File: config.mk
export PLATFORM = sky130hd
export DESIGN_NAME = exe_stage
export DESIGN_NICKNAME = d
export VERILOG_FILES = /design/src/rtl/pipe_pkg.sv /design/src/rtl/exe_alu.sv /design/src/rtl/exe_stage.sv
export SDC_FILE = /design/constraint.sdc
export NUM_CORES = 1
export LEC_CHECK = 0
export CORE_MARGIN = 1
export CORE_UTILIZATION = 45
export CTS_CLUSTER_DIAMETER = 50
export DETAILED_ROUTE_END_ITERATION = 12
export PLACE_DENSITY = 0.81
export SLEW_MARGIN = 20
export SYNTH_ARGS = -nofsm -noshare
export SYNTH_HDL_FRONTEND = slang
export SYNTH_SLANG_ARGS = --single-unit
File: constraint.sdc
create_clock -name clk -period 6.65 [get_ports clk]
set_input_delay 1.33 -clock clk [delete_from_list [all_inputs] [get_ports clk]]
set_output_delay 1.33 -clock clk [all_outputs]
set_load 0.02 [all_outputs]
File: src/rtl/pipe_pkg.sv
// Shared definitions for the 8-bit pipeline: widths, ALU op codes and branch type codes.
package pipe_pkg;

  localparam int DATA_W = 8;
  localparam int PC_W   = 12;
  localparam int RA_W   = 3;

  // Bit of aluOp that replaces the forwarded rt operand with immConst
  localparam int ALU_IMM = 3;

  typedef enum logic [2:0] {
    ALU_ADD  = 3'b000,
    ALU_ADC  = 3'b001,
    ALU_SUB  = 3'b010,
    ALU_SBC  = 3'b011,
    ALU_AND  = 3'b100,
    ALU_OR   = 3'b101,
    ALU_XOR  = 3'b110,
    ALU_MASK = 3'b111
  } aluOp_e;

  typedef enum logic [1:0] {
    BR_NONE = 2'b00,
    BR_Z    = 2'b01,
    BR_C    = 2'b10,
    BR_JMP  = 2'b11
  } brType_e;

endpackage

File: src/rtl/exe_alu.sv
// Combinational ALU: arithmetic in DATA_W+1 bits so the top bit is the carry out.
module exe_alu
  import pipe_pkg::*;
(
  input  logic [DATA_W-1:0] a_i,
  input  logic [DATA_W-1:0] b_i,
  input  logic              cin_i,
  input  aluOp_e            op_i,
  output logic [DATA_W-1:0] result_o,
  output logic              carry_o,
  output logic              zero_o
);

  logic [DATA_W:0] aExt;
  logic [DATA_W:0] bExt;
  logic [DATA_W:0] bInvExt;
  logic [DATA_W:0] cinExt;
  logic [DATA_W:0] sum;

  assign aExt    = {1'b0, a_i};
  assign bExt    = {1'b0, b_i};
  assign bInvExt = {1'b0, ~b_i};
  assign cinExt  = {{DATA_W{1'b0}}, cin_i};

  // Subtraction carry is the inverted borrow: 1 means no borrow occurred
  always_comb begin
    sum = '0;
    case (op_i)
      ALU_ADD:  sum = aExt + bExt;
      ALU_ADC:  sum = aExt + bExt + cinExt;
      ALU_SUB:  sum = aExt + bInvExt + {{DATA_W{1'b0}}, 1'b1};
      ALU_SBC:  sum = aExt + bInvExt + cinExt;
      ALU_AND:  sum = {1'b0, a_i & b_i};
      ALU_OR:   sum = {1'b0, a_i | b_i};
      ALU_XOR:  sum = {1'b0, a_i ^ b_i};
      ALU_MASK: sum = {1'b0, a_i & ~b_i};
      default:  sum = '0;
    endcase
  end

  assign result_o = sum[DATA_W-1:0];
  assign carry_o  = sum[DATA_W];
  assign zero_o   = (sum[DATA_W-1:0] == '0);

endmodule

File: src/rtl/exe_stage.sv
// Execute stage: operand forwarding, ALU, C/Z flag registers, branch resolution and
// the EXE/MEM pipeline register.
module exe_stage
  import pipe_pkg::*;
(
  input  logic              clk,
  input  logic              rst,
  input  logic              regWr_IN,
  input  logic              memRd_IN,
  input  logic              memWr_IN,
  input  logic              cWr_IN,
  input  logic              zWr_IN,
  input  logic [3:0]        aluOp_IN,
  input  logic [1:0]        brType_IN,
  input  logic [RA_W-1:0]   rd_IN,
  input  logic [RA_W-1:0]   rs_IN,
  input  logic [RA_W-1:0]   rt_IN,
  input  logic [DATA_W-1:0] regData1_IN,
  input  logic [DATA_W-1:0] regData2_IN,
  input  logic [DATA_W-1:0] immConst_IN,
  input  logic [DATA_W-1:0] brDisp_IN,
  input  logic [PC_W-1:0]   pcPlus1_IN,
  input  logic              memRegWr_IN,
  input  logic [RA_W-1:0]   memRd_addr_IN,
  input  logic [DATA_W-1:0] memVal_IN,
  input  logic              wbRegWr_IN,
  input  logic [RA_W-1:0]   wbRd_IN,
  input  logic [DATA_W-1:0] wbVal_IN,
  output logic              brTaken_OUT,
  output logic [PC_W-1:0]   brTarget_OUT,
  output logic              flush_OUT,
  output logic              regWr_OUT,
  output logic              memRd_OUT,
  output logic              memWr_OUT,
  output logic [RA_W-1:0]   rd_OUT,
  output logic [DATA_W-1:0] aluRes_OUT,
  output logic [DATA_W-1:0] stData_OUT,
  output logic              cFlag_OUT,
  output logic              zFlag_OUT
);

  logic [DATA_W-1:0] opA;
  logic [DATA_W-1:0] fwdB;
  logic [DATA_W-1:0] opB;
  logic [DATA_W-1:0] aluRes;
  logic              aluCarry;
  logic              aluZero;
  logic              brCond;

  logic              regWr_q, regWr_d;
  logic              memRd_q, memRd_d;
  logic              memWr_q, memWr_d;
  logic [RA_W-1:0]   rd_q, rd_d;
  logic [DATA_W-1:0] aluRes_q, aluRes_d;
  logic [DATA_W-1:0] stData_q, stData_d;
  logic              cFlag_q, cFlag_d;
  logic              zFlag_q, zFlag_d;

  // The younger producer (MEM) wins over WB when both target the same register
  always_comb begin
    opA = regData1_IN;
    if (memRegWr_IN && (memRd_addr_IN == rs_IN))
      opA = memVal_IN;
    else if (wbRegWr_IN && (wbRd_IN == rs_IN))
      opA = wbVal_IN;

    fwdB = regData2_IN;
    if (memRegWr_IN && (memRd_addr_IN == rt_IN))
      fwdB = memVal_IN;
    else if (wbRegWr_IN && (wbRd_IN == rt_IN))
      fwdB = wbVal_IN;
  end

  assign opB = aluOp_IN[ALU_IMM] ? immConst_IN : fwdB;

  exe_alu uAlu (
    .a_i      (opA),
    .b_i      (opB),
    .cin_i    (cFlag_q),
    .op_i     (aluOp_e'(aluOp_IN[2:0])),
    .result_o (aluRes),
    .carry_o  (aluCarry),
    .zero_o   (aluZero)
  );

  // Branches look at the flag registers as they stand before this cycle's update
  always_comb begin
    brCond = 1'b0;
    case (brType_e'(brType_IN))
      BR_NONE: brCond = 1'b0;
      BR_Z:    brCond = zFlag_q;
      BR_C:    brCond = cFlag_q;
      BR_JMP:  brCond = 1'b1;
      default: brCond = 1'b0;
    endcase
  end

  assign brTaken_OUT  = brCond & ~rst;
  assign flush_OUT    = brTaken_OUT;
  assign brTarget_OUT = pcPlus1_IN + {{(PC_W-DATA_W){brDisp_IN[DATA_W-1]}}, brDisp_IN};

  always_comb begin
    regWr_d  = regWr_IN;
    memRd_d  = memRd_IN;
    memWr_d  = memWr_IN;
    rd_d     = rd_IN;
    aluRes_d = aluRes;
    stData_d = fwdB;
    cFlag_d  = cWr_IN ? aluCarry : cFlag_q;
    zFlag_d  = zWr_IN ? aluZero  : zFlag_q;
  end

  always_ff @(posedge clk or posedge rst) begin
    if (rst) begin
      regWr_q  <= 1'b0;
      memRd_q  <= 1'b0;
      memWr_q  <= 1'b0;
      rd_q     <= '0;
      aluRes_q <= '0;
      stData_q <= '0;
      cFlag_q  <= 1'b0;
      zFlag_q  <= 1'b0;
    end else begin
      regWr_q  <= regWr_d;
      memRd_q  <= memRd_d;
      memWr_q  <= memWr_d;
      rd_q     <= rd_d;
      aluRes_q <= aluRes_d;
      stData_q <= stData_d;
      cFlag_q  <= cFlag_d;
      zFlag_q  <= zFlag_d;
    end
  end

  assign regWr_OUT  = regWr_q;
  assign memRd_OUT  = memRd_q;
  assign memWr_OUT  = memWr_q;
  assign rd_OUT     = rd_q;
  assign aluRes_OUT = aluRes_q;
  assign stData_OUT = stData_q;
  assign cFlag_OUT  = cFlag_q;
  assign zFlag_OUT  = zFlag_q;

endmodule

==> reports/results.ini <==
[floorplan]
ioPinCount = 128
fp.dieArea_um2 = 8900
fp-row-count = 33
core_um2 = 8220
chipWidth_um = 94.3
die_y_um = 94.3
initial_utilization = 0.467

[setup_path]
critical_path.startpoint_type = primary input
crit_required_ps = 6820
reg2reg_from = cFlag_OUT
maximum_fanout_along_the_worst_path = 7
cpPeakStageDelay_ps = 550
slowest_stage = fa_1
worst_setup_path_end_kind = flop
timing.critical_path.arrival_ps = 6460
path_common_cell = nand2_1
critPathLaunch = rt_IN[2]
path_cells = clkdlybuf4s50_1 -> xor2_1 -> or4_1 -> nand2_1 -> a31oi_1 -> nand2_1 -> nand2_1 -> inv_1 -> ha_1 -> fa_1 -> nor2_1 -> a21oi_1 -> ha_1 -> xnor2_1 -> xnor2_1 -> a21oi_1 -> o221ai_1 -> o31ai_1 -> or3_1 -> or4_1 -> o41ai_2
path_class = primary input to flop

[clock_network]
clock_tree_from_tritoncts = done
cts_repair_resize_count = 0
path_clk_slew_ps = 80
cts-htree-levels = 1
post_cts_buffers = 0
cts_hold_buffers = 0
clkSinkCount = 24
cts_inserted_buffers = 3
clock_insertion_delay_worst_skew_ps = 270
clk_root_buffer_cell = clkbuf_8
max-clock-path-buffers = 2

[sta]
hold_violations = 0
final.period_utilization = 0.946
report.final.setup_viol = 0
max_freq_ghz = 0.159
slew_headroom = 0.408
rsz0062_at_grt = no
setup_total_neg_slack_ps = 0
skew_ps = 9.44
worst_pin_slew_ps = 887
timing.final.max_slew_violations = 0
final_period_minus_worst_setup_slack_ps = 6290

[synthesis]
ys_types = 69
yosysWarnings = 0
netlist_area_pre_place_um2 = 3840
synth_seq_area_share = 0.157
synth_fp_nets = 633
number_of_storage_elements_in_the_synthesis_netlist = 24
synth_async_sr_flop_share = 1.00
synth-main-ff-cell = dfrtp_1
post_synth_edffs = 0
synth_cells = 502
postSynthAreaPerCell_um2 = 7.64

[pwr]
net-switching-power_uw = 396
p_seq_frac = 0.186
vdd.ir_drop.worst_v = 0.000121
clock_share_of_power = 0.136
switching_share = 0.426
static_leak_uw = 0.00230
p_int_uw = 535
comb_power_share = 0.678
power-per-cell-area_nw_per_um2 = 176

[global_routing]
grt_usage = 0.265
globalRouteOverflowTotal = 0
grt_pass1_wl_um = 18600
antenna_violations_before_repair = 0
grt_start_max_net_pins = 25
first_global_vias = 3900

[routing]
routed_via_density = 5.78
postRouteAntennaNets = 0
drt-wirelength-per-cell_um = 16.0
drc = 0
drt_pre_antenna_iters = 5
detailroute.via_count = 4199
routed_wirelength_um = 11600
first_drt_iteration_drcs = 286

[place]
portBuffers = 127
globalplace.congestion = 0.942
dp.cells = 723
detailed_place_hpwl_um = 9800

[finish]
final.fill_count = 687
final_nets = 754
drive_above_1_share = 0.0466
final_core_util = 0.644
signed_area_change_from_the_synthesized_netlist_to_the_final_layout_pct = 37.9
number_of_cells_in_the_finished_layout_apart_from_fillers = 727
antenna_cells_inserted = 0

[run_status]
status = finished clean

[worst_hold_path]
timing.hold.worst.class = flop to flop
min_from = zFlag_OUT

[run]
drv.max_cap_violation_count = 0

==> through the flow <==
stage                     instance area, um^2  hold slack (ps)  total power, uW  setup WS (ps)
after CTS                                5290              510              926            466
after global placement                   5220              495              786            313
final                                    5290              503              931            358
after floorplan                          3840              601              578           1240
after detailed placement                 5220              485              796            198
after global routing                     5290              559              993           4.59
==> cells in the final DEF (no fill, tap or decap), drive strengths merged, types with 5 or more instances in the layout <==
master           n
clkdlybuf4s50  127
nor2            48
inv             47
nand2           42
xnor2           38
ha              38
a21oi           29
dfrtp           24
o21ai           18
xor2            17
mux2i           17
nand3           14
o211ai          12
nor3            11
buf             10
a21boi           9
nand2b           8
or3              6
a31oi            6
nand4            5
nand3b           5
o22ai            5
a211oi           5
==> final timing paths <==
path | endpoint | slack (ps) | depth (start not counted)
worst max-delay path | zFlag_OUT | 360 | 21
worst min-delay path | zFlag_OUT | 500 | 2
worst max register to register | zFlag_OUT | 3800 | 10
worst min register to register | zFlag_OUT | 500 | 2
max in group asynchronous | aluRes_OUT[2] | 4510 | 2
min in group asynchronous | aluRes_OUT[0] | 1600 | 2
==> layout make-up <==
| cell class | count | area (um^2) | share of cell area |
|---|---|---|---|
| multi-input cells | 410 | 2970 | 0.561 |
| repair buffers | 137 | 1350 | 0.254 |
| flip-flops and latches | 24 | 601 | 0.113 |
| inverters | 47 | 176 | 0.0333 |
| well taps | 105 | 131 | 0.0248 |
| clock buffers | 3 | 41.3 | 0.00780 |
| clock inverters | 1 | 30.0 | 0.00567 |
==> worst max-delay path: cells and delay by family <==
family | cells | cell delay [ps]
AO/OA/AOI/OAI | 6 | 1230
buffers and inverters | 2 | 590
adder cells (fa/ha/maj) | 3 | 1060
AND/OR/NAND/NOR | 7 | 1530
XOR/XNOR | 3 | 720
==> sequential cells by signal, summed over array words and instances, names as in the netlist <==
name        count
aluRes_OUT      8
memWr_OUT       1
zFlag_OUT       1
memRd_OUT       1
rd_OUT          3
regWr_OUT       1
stData_OUT      8
cFlag_OUT       1
==> power groups by stage <==
stage          Clock [uW]  Combinational (uW)  Sequential [uW]
6_report              127                 631              173
5_1_grt               134                 683              176
4_1_cts               128                 624              174
3_5_place_dp            0                 619              177
3_3_place_gp            0                 610              176
2_1_floorplan           0                 375              203
==> Yosys cell counts (3+ instances only) <==
| cell type | number | share of area |
|---|---|---|
| o21a_1 | 4 | 0.0078 |
| dfrtp_1 | 24 | 0.16 |
| a21oi_1 | 29 | 0.038 |
| a21boi_0 | 8 | 0.016 |
| a221oi_1 | 3 | 0.0068 |
| o22ai_1 | 5 | 0.0082 |
| nand3b_1 | 5 | 0.0098 |
| nor2b_1 | 4 | 0.0065 |
| inv_1 | 46 | 0.045 |
| o41a_1 | 3 | 0.0088 |
| fa_1 | 3 | 0.016 |
| buf_2 | 6 | 0.0078 |
| and3_1 | 4 | 0.0065 |
| xnor2_1 | 38 | 0.087 |
| a21o_1 | 4 | 0.0078 |
| a31oi_1 | 5 | 0.0082 |
| ha_1 | 38 | 0.12 |
| nand4_1 | 5 | 0.0082 |
| or3_1 | 6 | 0.0098 |
| xor2_1 | 17 | 0.039 |
| o31ai_1 | 3 | 0.0059 |
| clkbuf_1 | 11 | 0.011 |
| o221ai_1 | 3 | 0.0068 |
| or4_1 | 3 | 0.0059 |
| o21ai_0 | 18 | 0.023 |
| nand3_1 | 13 | 0.017 |
| nor3_1 | 11 | 0.014 |
| mux2i_1 | 17 | 0.044 |
| nor2_1 | 48 | 0.047 |
| a2111oi_0 | 3 | 0.0068 |
| a32oi_1 | 3 | 0.0068 |
| o311ai_0 | 4 | 0.0091 |
| nand2b_1 | 8 | 0.013 |
| nand2_1 | 42 | 0.041 |
| o211ai_1 | 11 | 0.022 |
| a211oi_1 | 4 | 0.0078 |
==> per-layer routing <==
layer / GRT usage / vias to the layer above / share of wire
li1: - / 2050 / -
met1: 0.356 / 1916 / 0.44
met2: 0.436 / 207 / 0.46
met3: 0.0435 / 26 / 0.087
met4: 0.0756 / 0 / 0.021
met5: 0 / - / 0
==> cell families after synthesis <==
kind of cell / Yosys count / synth area share
buffers and inverters: 68 / 0.0704
AO/OA/AOI/OAI: 140 / 0.266
XOR/XNOR: 55 / 0.126
flip-flops: 24 / 0.157
multiplexers: 18 / 0.0473
adder cells (fa/ha/maj): 41 / 0.140
AND/OR/NAND/NOR: 156 / 0.194
Note: power is estimated with default switching activity, not from simulation.
